File: config.mk
export PLATFORM = sky130hd
export DESIGN_NAME = mem_port_sequencer
export DESIGN_NICKNAME = d
export VERILOG_FILES = /design/src/rtl/mem_port_sequencer.sv
export SDC_FILE = /design/constraint.sdc
export NUM_CORES = 1
export LEC_CHECK = 0
export ABC_AREA = 1
export CELL_PAD_IN_SITES_DETAIL_PLACEMENT = 0
export CELL_PAD_IN_SITES_GLOBAL_PLACEMENT = 2
export CORE_UTILIZATION = 21
export CTS_BUF_LIST = sky130_fd_sc_hd__clkbuf_4
export DETAILED_ROUTE_END_ITERATION = 10
export GPL_ROUTABILITY_DRIVEN = 0
export HOLD_SLACK_MARGIN = 0.06
export PLACE_DENSITY_LB_ADDON = 0.1
export SYNTH_ARGS = -nofsm -noshare
export SYNTH_HDL_FRONTEND = slang
export SYNTH_SLANG_ARGS = --single-unit
File: constraint.sdc
create_clock -name clk -period 1.85 [get_ports clk]
set_input_delay 0.185 -clock clk [delete_from_list [all_inputs] [get_ports clk]]
set_output_delay 0.185 -clock clk [all_outputs]
set_load 0.005 [all_outputs]
File: src/rtl/mem_port_sequencer.sv
// Shared SRAM port sequencer: arbitrates IF / DM / loader requests
// and drives SETUP -> PULSE -> FINISH strobe timing on the SRAM pins.
module mem_port_sequencer #(
    parameter int ADDR_W      = 18,
    parameter int DATA_W      = 16,
    parameter int WAIT_CYCLES = 2,
    parameter int FAIRNESS    = 4
) (
    input  logic              clk,
    input  logic              rst,
    input  logic              if_req,
    input  logic [ADDR_W-1:0] if_addr,
    output logic              if_done,
    input  logic              dm_req,
    input  logic              dm_we,
    input  logic [ADDR_W-1:0] dm_addr,
    input  logic [DATA_W-1:0] dm_wdata,
    output logic              dm_done,
    input  logic              ld_req,
    input  logic              ld_we,
    input  logic [ADDR_W-1:0] ld_addr,
    input  logic [DATA_W-1:0] ld_wdata,
    output logic              ld_done,
    output logic [DATA_W-1:0] rdata,
    output logic [ADDR_W-1:0] ram_addr,
    output logic [DATA_W-1:0] ram_dout,
    output logic              ram_dout_en,
    input  logic [DATA_W-1:0] ram_din,
    output logic              ram_ce_n,
    output logic              ram_oe_n,
    output logic              ram_we_n,
    output logic              busy,
    output logic [1:0]        grant_id
);

    localparam logic [1:0] S_IDLE   = 2'd0;
    localparam logic [1:0] S_SETUP  = 2'd1;
    localparam logic [1:0] S_PULSE  = 2'd2;
    localparam logic [1:0] S_FINISH = 2'd3;

    localparam logic [1:0] G_NONE = 2'd0;
    localparam logic [1:0] G_IF   = 2'd1;
    localparam logic [1:0] G_DM   = 2'd2;
    localparam logic [1:0] G_LD   = 2'd3;

    localparam int FW = $clog2(FAIRNESS + 1);
    localparam logic [FW-1:0] FAIR_MAX  = FW'(FAIRNESS);
    localparam logic [3:0]    WAIT_LOAD = 4'(WAIT_CYCLES);

    logic [1:0]        state_q, state_d;
    logic [3:0]        pcnt_q, pcnt_d;
    logic [FW-1:0]     fair_q, fair_d;
    logic              we_q, we_d;
    logic [1:0]        grant_q, grant_d;
    logic [ADDR_W-1:0] addr_q, addr_d;
    logic [DATA_W-1:0] dout_q, dout_d;
    logic              dout_en_q, dout_en_d;
    logic              ce_n_q, ce_n_d;
    logic              oe_n_q, oe_n_d;
    logic              we_n_q, we_n_d;
    logic              if_done_q, if_done_d;
    logic              dm_done_q, dm_done_d;
    logic              ld_done_q, ld_done_d;
    logic [DATA_W-1:0] rdata_q, rdata_d;

    logic              if_force;
    logic [1:0]        win;
    logic              win_we;
    logic [ADDR_W-1:0] win_addr;
    logic [DATA_W-1:0] win_wdata;

    // Pick the winner: LD first, then DM unless a starved IF is forced.
    always_comb begin
        if_force  = if_req && (fair_q == FAIR_MAX);
        win       = G_NONE;
        win_we    = 1'b0;
        win_addr  = if_addr;
        win_wdata = dm_wdata;
        if (ld_req) begin
            win = G_LD;
        end else if (dm_req && !if_force) begin
            win = G_DM;
        end else if (if_req) begin
            win = G_IF;
        end
        case (win)
            G_DM: begin
                win_we    = dm_we;
                win_addr  = dm_addr;
                win_wdata = dm_wdata;
            end
            G_LD: begin
                win_we    = ld_we;
                win_addr  = ld_addr;
                win_wdata = ld_wdata;
            end
            default: begin
                win_we    = 1'b0;
                win_addr  = if_addr;
                win_wdata = dm_wdata;
            end
        endcase
    end

    // Next-state and next-pin values; every pin is a flop output.
    always_comb begin
        state_d   = state_q;
        pcnt_d    = pcnt_q;
        fair_d    = fair_q;
        we_d      = we_q;
        grant_d   = grant_q;
        addr_d    = addr_q;
        dout_d    = dout_q;
        dout_en_d = dout_en_q;
        ce_n_d    = ce_n_q;
        oe_n_d    = oe_n_q;
        we_n_d    = we_n_q;
        rdata_d   = rdata_q;
        if_done_d = 1'b0;
        dm_done_d = 1'b0;
        ld_done_d = 1'b0;
        case (state_q)
            S_IDLE: begin
                if (win != G_NONE) begin
                    state_d   = S_SETUP;
                    grant_d   = win;
                    addr_d    = win_addr;
                    we_d      = win_we;
                    dout_en_d = win_we;
                    ce_n_d    = 1'b0;
                    oe_n_d    = win_we;
                    we_n_d    = 1'b1;
                    if (win_we) begin
                        dout_d = win_wdata;
                    end
                    if (!if_req || win == G_IF) begin
                        fair_d = '0;
                    end else if (win == G_DM && fair_q != FAIR_MAX) begin
                        fair_d = fair_q + 1'b1;
                    end
                end
            end
            S_SETUP: begin
                state_d = S_PULSE;
                pcnt_d  = WAIT_LOAD;
                oe_n_d  = we_q;
                we_n_d  = !we_q;
            end
            S_PULSE: begin
                if (pcnt_q <= 4'd1) begin
                    state_d   = S_FINISH;
                    oe_n_d    = 1'b1;
                    we_n_d    = 1'b1;
                    if_done_d = (grant_q == G_IF);
                    dm_done_d = (grant_q == G_DM);
                    ld_done_d = (grant_q == G_LD);
                    if (!we_q) begin
                        rdata_d = ram_din;
                    end
                end else begin
                    pcnt_d = pcnt_q - 4'd1;
                end
            end
            S_FINISH: begin
                state_d   = S_IDLE;
                ce_n_d    = 1'b1;
                oe_n_d    = 1'b1;
                we_n_d    = 1'b1;
                dout_en_d = 1'b0;
                grant_d   = G_NONE;
            end
            default: begin
                state_d = S_IDLE;
            end
        endcase
    end

    // State and pin registers; reset aborts any access in flight.
    always_ff @(posedge clk) begin
        if (rst) begin
            state_q   <= S_IDLE;
            pcnt_q    <= 4'd0;
            fair_q    <= '0;
            we_q      <= 1'b0;
            grant_q   <= G_NONE;
            addr_q    <= '0;
            dout_q    <= '0;
            dout_en_q <= 1'b0;
            ce_n_q    <= 1'b1;
            oe_n_q    <= 1'b1;
            we_n_q    <= 1'b1;
            if_done_q <= 1'b0;
            dm_done_q <= 1'b0;
            ld_done_q <= 1'b0;
            rdata_q   <= '0;
        end else begin
            state_q   <= state_d;
            pcnt_q    <= pcnt_d;
            fair_q    <= fair_d;
            we_q      <= we_d;
            grant_q   <= grant_d;
            addr_q    <= addr_d;
            dout_q    <= dout_d;
            dout_en_q <= dout_en_d;
            ce_n_q    <= ce_n_d;
            oe_n_q    <= oe_n_d;
            we_n_q    <= we_n_d;
            if_done_q <= if_done_d;
            dm_done_q <= dm_done_d;
            ld_done_q <= ld_done_d;
            rdata_q   <= rdata_d;
        end
    end

    assign if_done     = if_done_q;
    assign dm_done     = dm_done_q;
    assign ld_done     = ld_done_q;
    assign rdata       = rdata_q;
    assign ram_addr    = addr_q;
    assign ram_dout    = dout_q;
    assign ram_dout_en = dout_en_q;
    assign ram_ce_n    = ce_n_q;
    assign ram_oe_n    = oe_n_q;
    assign ram_we_n    = we_n_q;
    assign busy        = (state_q != S_IDLE);
    assign grant_id    = grant_q;

endmodule

; Word-level counts from Yosys, hierarchy flattened
; Cells that the tools add are included.
[word_totals]
wordCells = 79
register_bits = 69
output_inout_bits = 60
inputBits = 109
[op_classes]
n_reduce_logical = 21
n_eq_ne = 14
n_addsub = 2
n_mux = 23
n_bitwise = 3
order_cmp = 1
[ops]
columns = operator, n
row1 = one-hot mux 18 bit (2 select lines), 1
row2 = two-way mux 16 bit, 1
row3 = "== test 2 bit, second input constant", 6
row4 = two-way mux 2 bit, 5
row5 = nonzero test 2 bit, 5
row6 = AND reduction 3 bit, 3
row7 = one-hot mux 1 bit (4 select lines), 2
row8 = one-hot mux 2 bit (4 select lines), 1
row9 = one-hot mux 4 bit (2 select lines), 1
row10 = AND reduction 2 bit, 4
row11 = "== test 2 x 1 -> 1 bit, second input constant", 3
row12 = two-way mux 3 bit, 2
row13 = "inequality test 2 bit, second input constant", 3
row14 = one-hot mux 1 bit (2 select lines), 3
row15 = two-way mux 1 bit, 5
row16 = "<= comparator 4 x 1 -> 1 bit, second input constant", 1
row17 = two-way mux 4 bit, 1
row18 = one-hot mux 2 bit (2 select lines), 1
row19 = "subtractor 4 x 1 -> 4 bit, second input constant", 1
row20 = "adder 3 x 1 -> 3 bit, second input constant", 1
row21 = "== test 3 bit, second input constant", 1
row22 = logical AND 1 bit, 3
row23 = logical NOT 1 bit, 3
row24 = "inequality test 3 bit, second input constant", 1
row25 = other kinds (4), 6

; Depth between registers and ports, before layout
[logic_depth]
word_depth = 10
ltp_mapped = 11
depth_no_buf = 11

; Worst setup path before layout
; OpenSTA, ideal clock, no wires.
[synth_timing]
path_kind = register to register
from = reg state_q[0]
to = reg dout_q[10] (netlist: ram_dout[10])
required_ns = 1.735
setup_ns = 0.115
n_path_buf = 2
synth_period_minus_slack_ns = 1.421
arrival_ns = 1.306
path_stages_with_launch = 8
slack_ns = 0.429
path_cell_list = dfxtp_1 inv_1 ha_1 buf_2 buf_1 nand3_1 nand2_1 nor2_1
[synth_via]
elab_chain_cells = 2
[synth_lines]
columns = element, line
row1 = start: declaration, 50  ; logic [1:0] state_q, state_d;
row2 = start signal: assignment, 197  ; state_q <= state_d;
row3 = logical NOT 2 bit, 122  ; case (state_q)
row4 = AND reduction 3 bit (no source line), -
row5 = end signal: assignment, 203  ; dout_q <= dout_d;
row6 = end: declaration, 56  ; logic [DATA_W-1:0] dout_q, dout_d;
; Every way passes these cells.
; A chain may end at the register's enable or synchronous reset.

; Worst setup path in the final report
[layout_timing]
from = reg fair_q[0]
to = reg addr_q[3] (netlist: ram_addr[3])
[layout_via]
elab_chain_cells = 8
[layout_lines]
columns = element, line
row1 = start: declaration, 52  ; logic [FW-1:0] fair_q, fair_d;
row2 = start signal: assignment, 199  ; fair_q <= fair_d;
row3 = == test 3 bit (*), 74  ; if_force = if_req && (fair_q == FAIR_MAX);
row4 = logical AND 1 bit (*), 74
row5 = logical NOT 1 bit (*), 81  ; end else if (dm_req && !if_force) begin
row6 = logical AND 1 bit (*), 81
row7 = two-way mux 2 bit (*), 81
row8 = two-way mux 2 bit (*), 79  ; if (ld_req) begin
row9 = == test 2 bit or nonzero test 2 bit (tied branches), "86, 124"
row10 = one-hot mux 18 bit (2 select lines) or AND reduction 2 bit (tied branches), -
row11 = end signal: assignment, 202  ; addr_q <= addr_d;
row12 = end: declaration, 55  ; logic [ADDR_W-1:0] addr_q, addr_d;
; Every way passes the cells marked *; elsewhere a longest branch is shown, timed or not.

==> run_results.csv <==
group,metric,value,unit
placed_design,placed_cell_area,5340,um2
logic_synthesis,syn_area_per_cell,7.02,um2
global_route,grt_max_degree,35,
worst_setup_path,cp_max_fo,18,
hold_path,hp-class,"in2reg",
logic_synthesis,synth_edf_count,0,
detailed_routing,dr.pass1.iters,4,
clock_network,cts.sinks,69,
final_layout,layout_common_cells,"clkdlybuf4s50_1, nand2_1, nor2_1",
clock_network,clk_latency,0.44,ns
logic_synthesis,synth_cell_types,27,
global_route,use_met1,0.179,
clock_network,cts_root_buffer,"clkbuf_4",
detailed_routing,wirelength,12.3,mm
die,coreArea,16000,um2
timing,setup_viol,0,
timing,rsz0062_at_grt,"no",
global_route,gr-usage-met2,0.249,
placed_design,dp.cells,862,
die,die_w,130,um
logic_synthesis,synth_warnings,0,
final_layout,finalNetCount,778,
timing,drv_slew,0,
placed_design,dp_slack,0.137,ns
status,status,"finished clean",
worst_setup_path,path_class,"reg2reg",
power,p_leak,0.00242,uW
logic_synthesis,synth-main-ff-cell,"dfxtp_1",
die,initial_utilization,0.216,
placed_design,hpwl,8.65,mm
global_route,overflow,0,
logic_synthesis,async_reset_ff_frac,0,
die,die_height,130,um
worst_setup_path,cp-end-kind,"register",
power,power,6570,uW
logic_synthesis,syn_area,3460,um2
worst_setup_path,start_kind,"register",
global_route,grt_usage,0.147,
final_layout,final_area,5550,um2
detailed_routing,dr.first_iter.drc_count,128,
flow_run,drv_cap,0,
final_layout,layoutNonFillerInstCount,883,
detailed_routing,drc,0,
timing,final.setup.tns,0,ns
detailed_routing,via_per_inst,4.22,
global_route,grt_pass1_wl,18.9,mm
worst_setup_path,critPathRequiredTime,2.23,ns
clock_network,clock_tree.buffer_depth,2,
global_route,antenna_found_initial,1,
clock_network,cts_buffers,9,
timing,worstMarginPinSlew,0.468,ns
timing,period_share,0.874,
timing,max_freq,619,MHz
timing,hold_violations,0,
clock_network,cts_tree,"built",
logic_synthesis,synthCells,493,
timing,skew,0.0178,ns
global_route,first_global_vias,3587,
logic_synthesis,synthesis.nets,610,
die,ios,169,
power,ir_worst_vdd,0.420,mV
logic_synthesis,synth-seq-area-share,0.399,
logic_synthesis,ys_seq_elements,69,
power,p_per_area,1180,nW/um2
timing,min_period,1.62,ns
placed_design,port_buffers,168,
final_layout,layout_commonest_cell,"clkdlybuf4s50_1",
timing,fin_ws,0.233,ns
die,row_count,46,
final_layout,drive_gt1_frac,0.0736,
clock_network,path_clk_slew,0.12,ns
global_route,grt.busiest_layer,"met2",
detailed_routing,vias,3727,
die,die_area,17000,um2
worst_setup_path,cp.arrival,2.00,ns
clock_network,cts_max_level,3,
final_layout,area_growth,60.4,%
detailed_routing,wl_per_cell,13.9,um
global_route,gr-usage-met3,0.0415,
timing,maxSlewHeadroom,0.687,
detailed_routing,drtAntennaViolNets,0,
==> per-stage QoR <==
step,hold WS [ns],util
2_1_floorplan,0.320,-
6_report,0.199,0.347
5_1_grt,0.190,0.347
4_1_cts,0.161,0.346
3_5_place_dp,0.458,0.334
3_3_place_gp,0.458,0.334
==> final cells by class <==
cell class,count,area (um2)
diodes,1,2.50
clock buffers,11,82.6
clock inverters,5,75.1
fillers,1771,10500
inverters,40,153
multi-input cells,355,1760
flip-flops and latches,69,1380
well taps,216,270
repair buffers,186,1830
==> power by group <==
group | switching [uW] | internal (uW) | leakage, uW
combinational | 1590 | 1610 | 0.00177
sequential | 267 | 1980 | 0.000568
clock | 563 | 570 | 0.0000822
total | 2420 | 4160 | 0.00242
==> flip-flops by register name (all words and copies together) (netlist names) <==
name	flops
dm_done	1
fair_q	3
grant_id	2
if_done	1
ld_done	1
pcnt_q	4
ram_addr	18
ram_ce_n	1
ram_dout	16
ram_dout_en	1
ram_oe_n	1
ram_we_n	1
rdata	16
state_q	2
we_q	1
==> final timing paths <==
check | startpoint | end | depth (start not counted) | slack, ns
worst min register to register | ram_we_n | ram_we_n | 2 | 0.49
worst min-delay path | ld_req | ram_addr[6] | 5 | 0.20
worst max register to register | fair_q[0] | ram_addr[3] | 9 | 0.23
worst max-delay path | fair_q[0] | ram_addr[3] | 9 | 0.23
==> what timing repair did <==
| action | CTS | global route |
|---|---|---|
| setup endpoints to repair | 1 | 1 |
| setup buffers | 3 | 1 |
| pin swaps | 1 | 0 |
| hold buffers | 0 | 0 |
| resized for setup | 5 | 1 |
==> routing by layer <==
| metal | routed length [um] | share of wire | up-vias |
|---|---|---|---|
| li1 | - | - | 1929 |
| met1 | 5570 | 0.45 | 1673 |
| met2 | 5780 | 0.47 | 115 |
| met3 | 803 | 0.065 | 10 |
| met4 | 135 | 0.011 | 0 |
| met5 | 0 | 0 | - |
==> cell families (layout without fill, tap and decap cells) <==
kind of cell	count (synthesis)	after routing	synth area share
xor gates and xnor gates	1	1	0.00253
AOI/OAI and AO/OA	67	67	0.0987
DFF	69	69	0.399
buffers and inverters	69	242	0.0969
muxes	16	16	0.0463
and+or+nand+nor	263	263	0.328
other	0	1	0
adders and majority gates	8	8	0.0289
==> cell usage after synthesis, types with 2 or more instances <==
cell	instances	area share
nand2_1	92	0.10
nor2_1	91	0.099
dfxtp_1	69	0.40
nand3_1	66	0.095
a21oi_1	45	0.065
inv_1	36	0.039
o21ai_0	20	0.029
mux2i_1	16	0.046
buf_2	11	0.016
clkbuf_1	8	0.0087
ha_1	8	0.029
buf_6	5	0.016
nor3_1	4	0.0058
buf_4	3	0.0065
inv_2	3	0.0033
nand4_1	3	0.0054
nand2_4	2	0.0065
nor2_4	2	0.0065
==> worst max-delay path, stage by stage, from the launching register on <==
cell	delay, ns
dfxtp_1	0.35
inv_1	0.07
ha_1	0.20
nand3_1	0.10
nand2_1	0.14
nor2_4	0.40
nand2_1	0.11
nand3_1	0.11
nand2_1	0.05
inv_1	0.04
No activity file was read; power rests on OpenSTA's default activity.
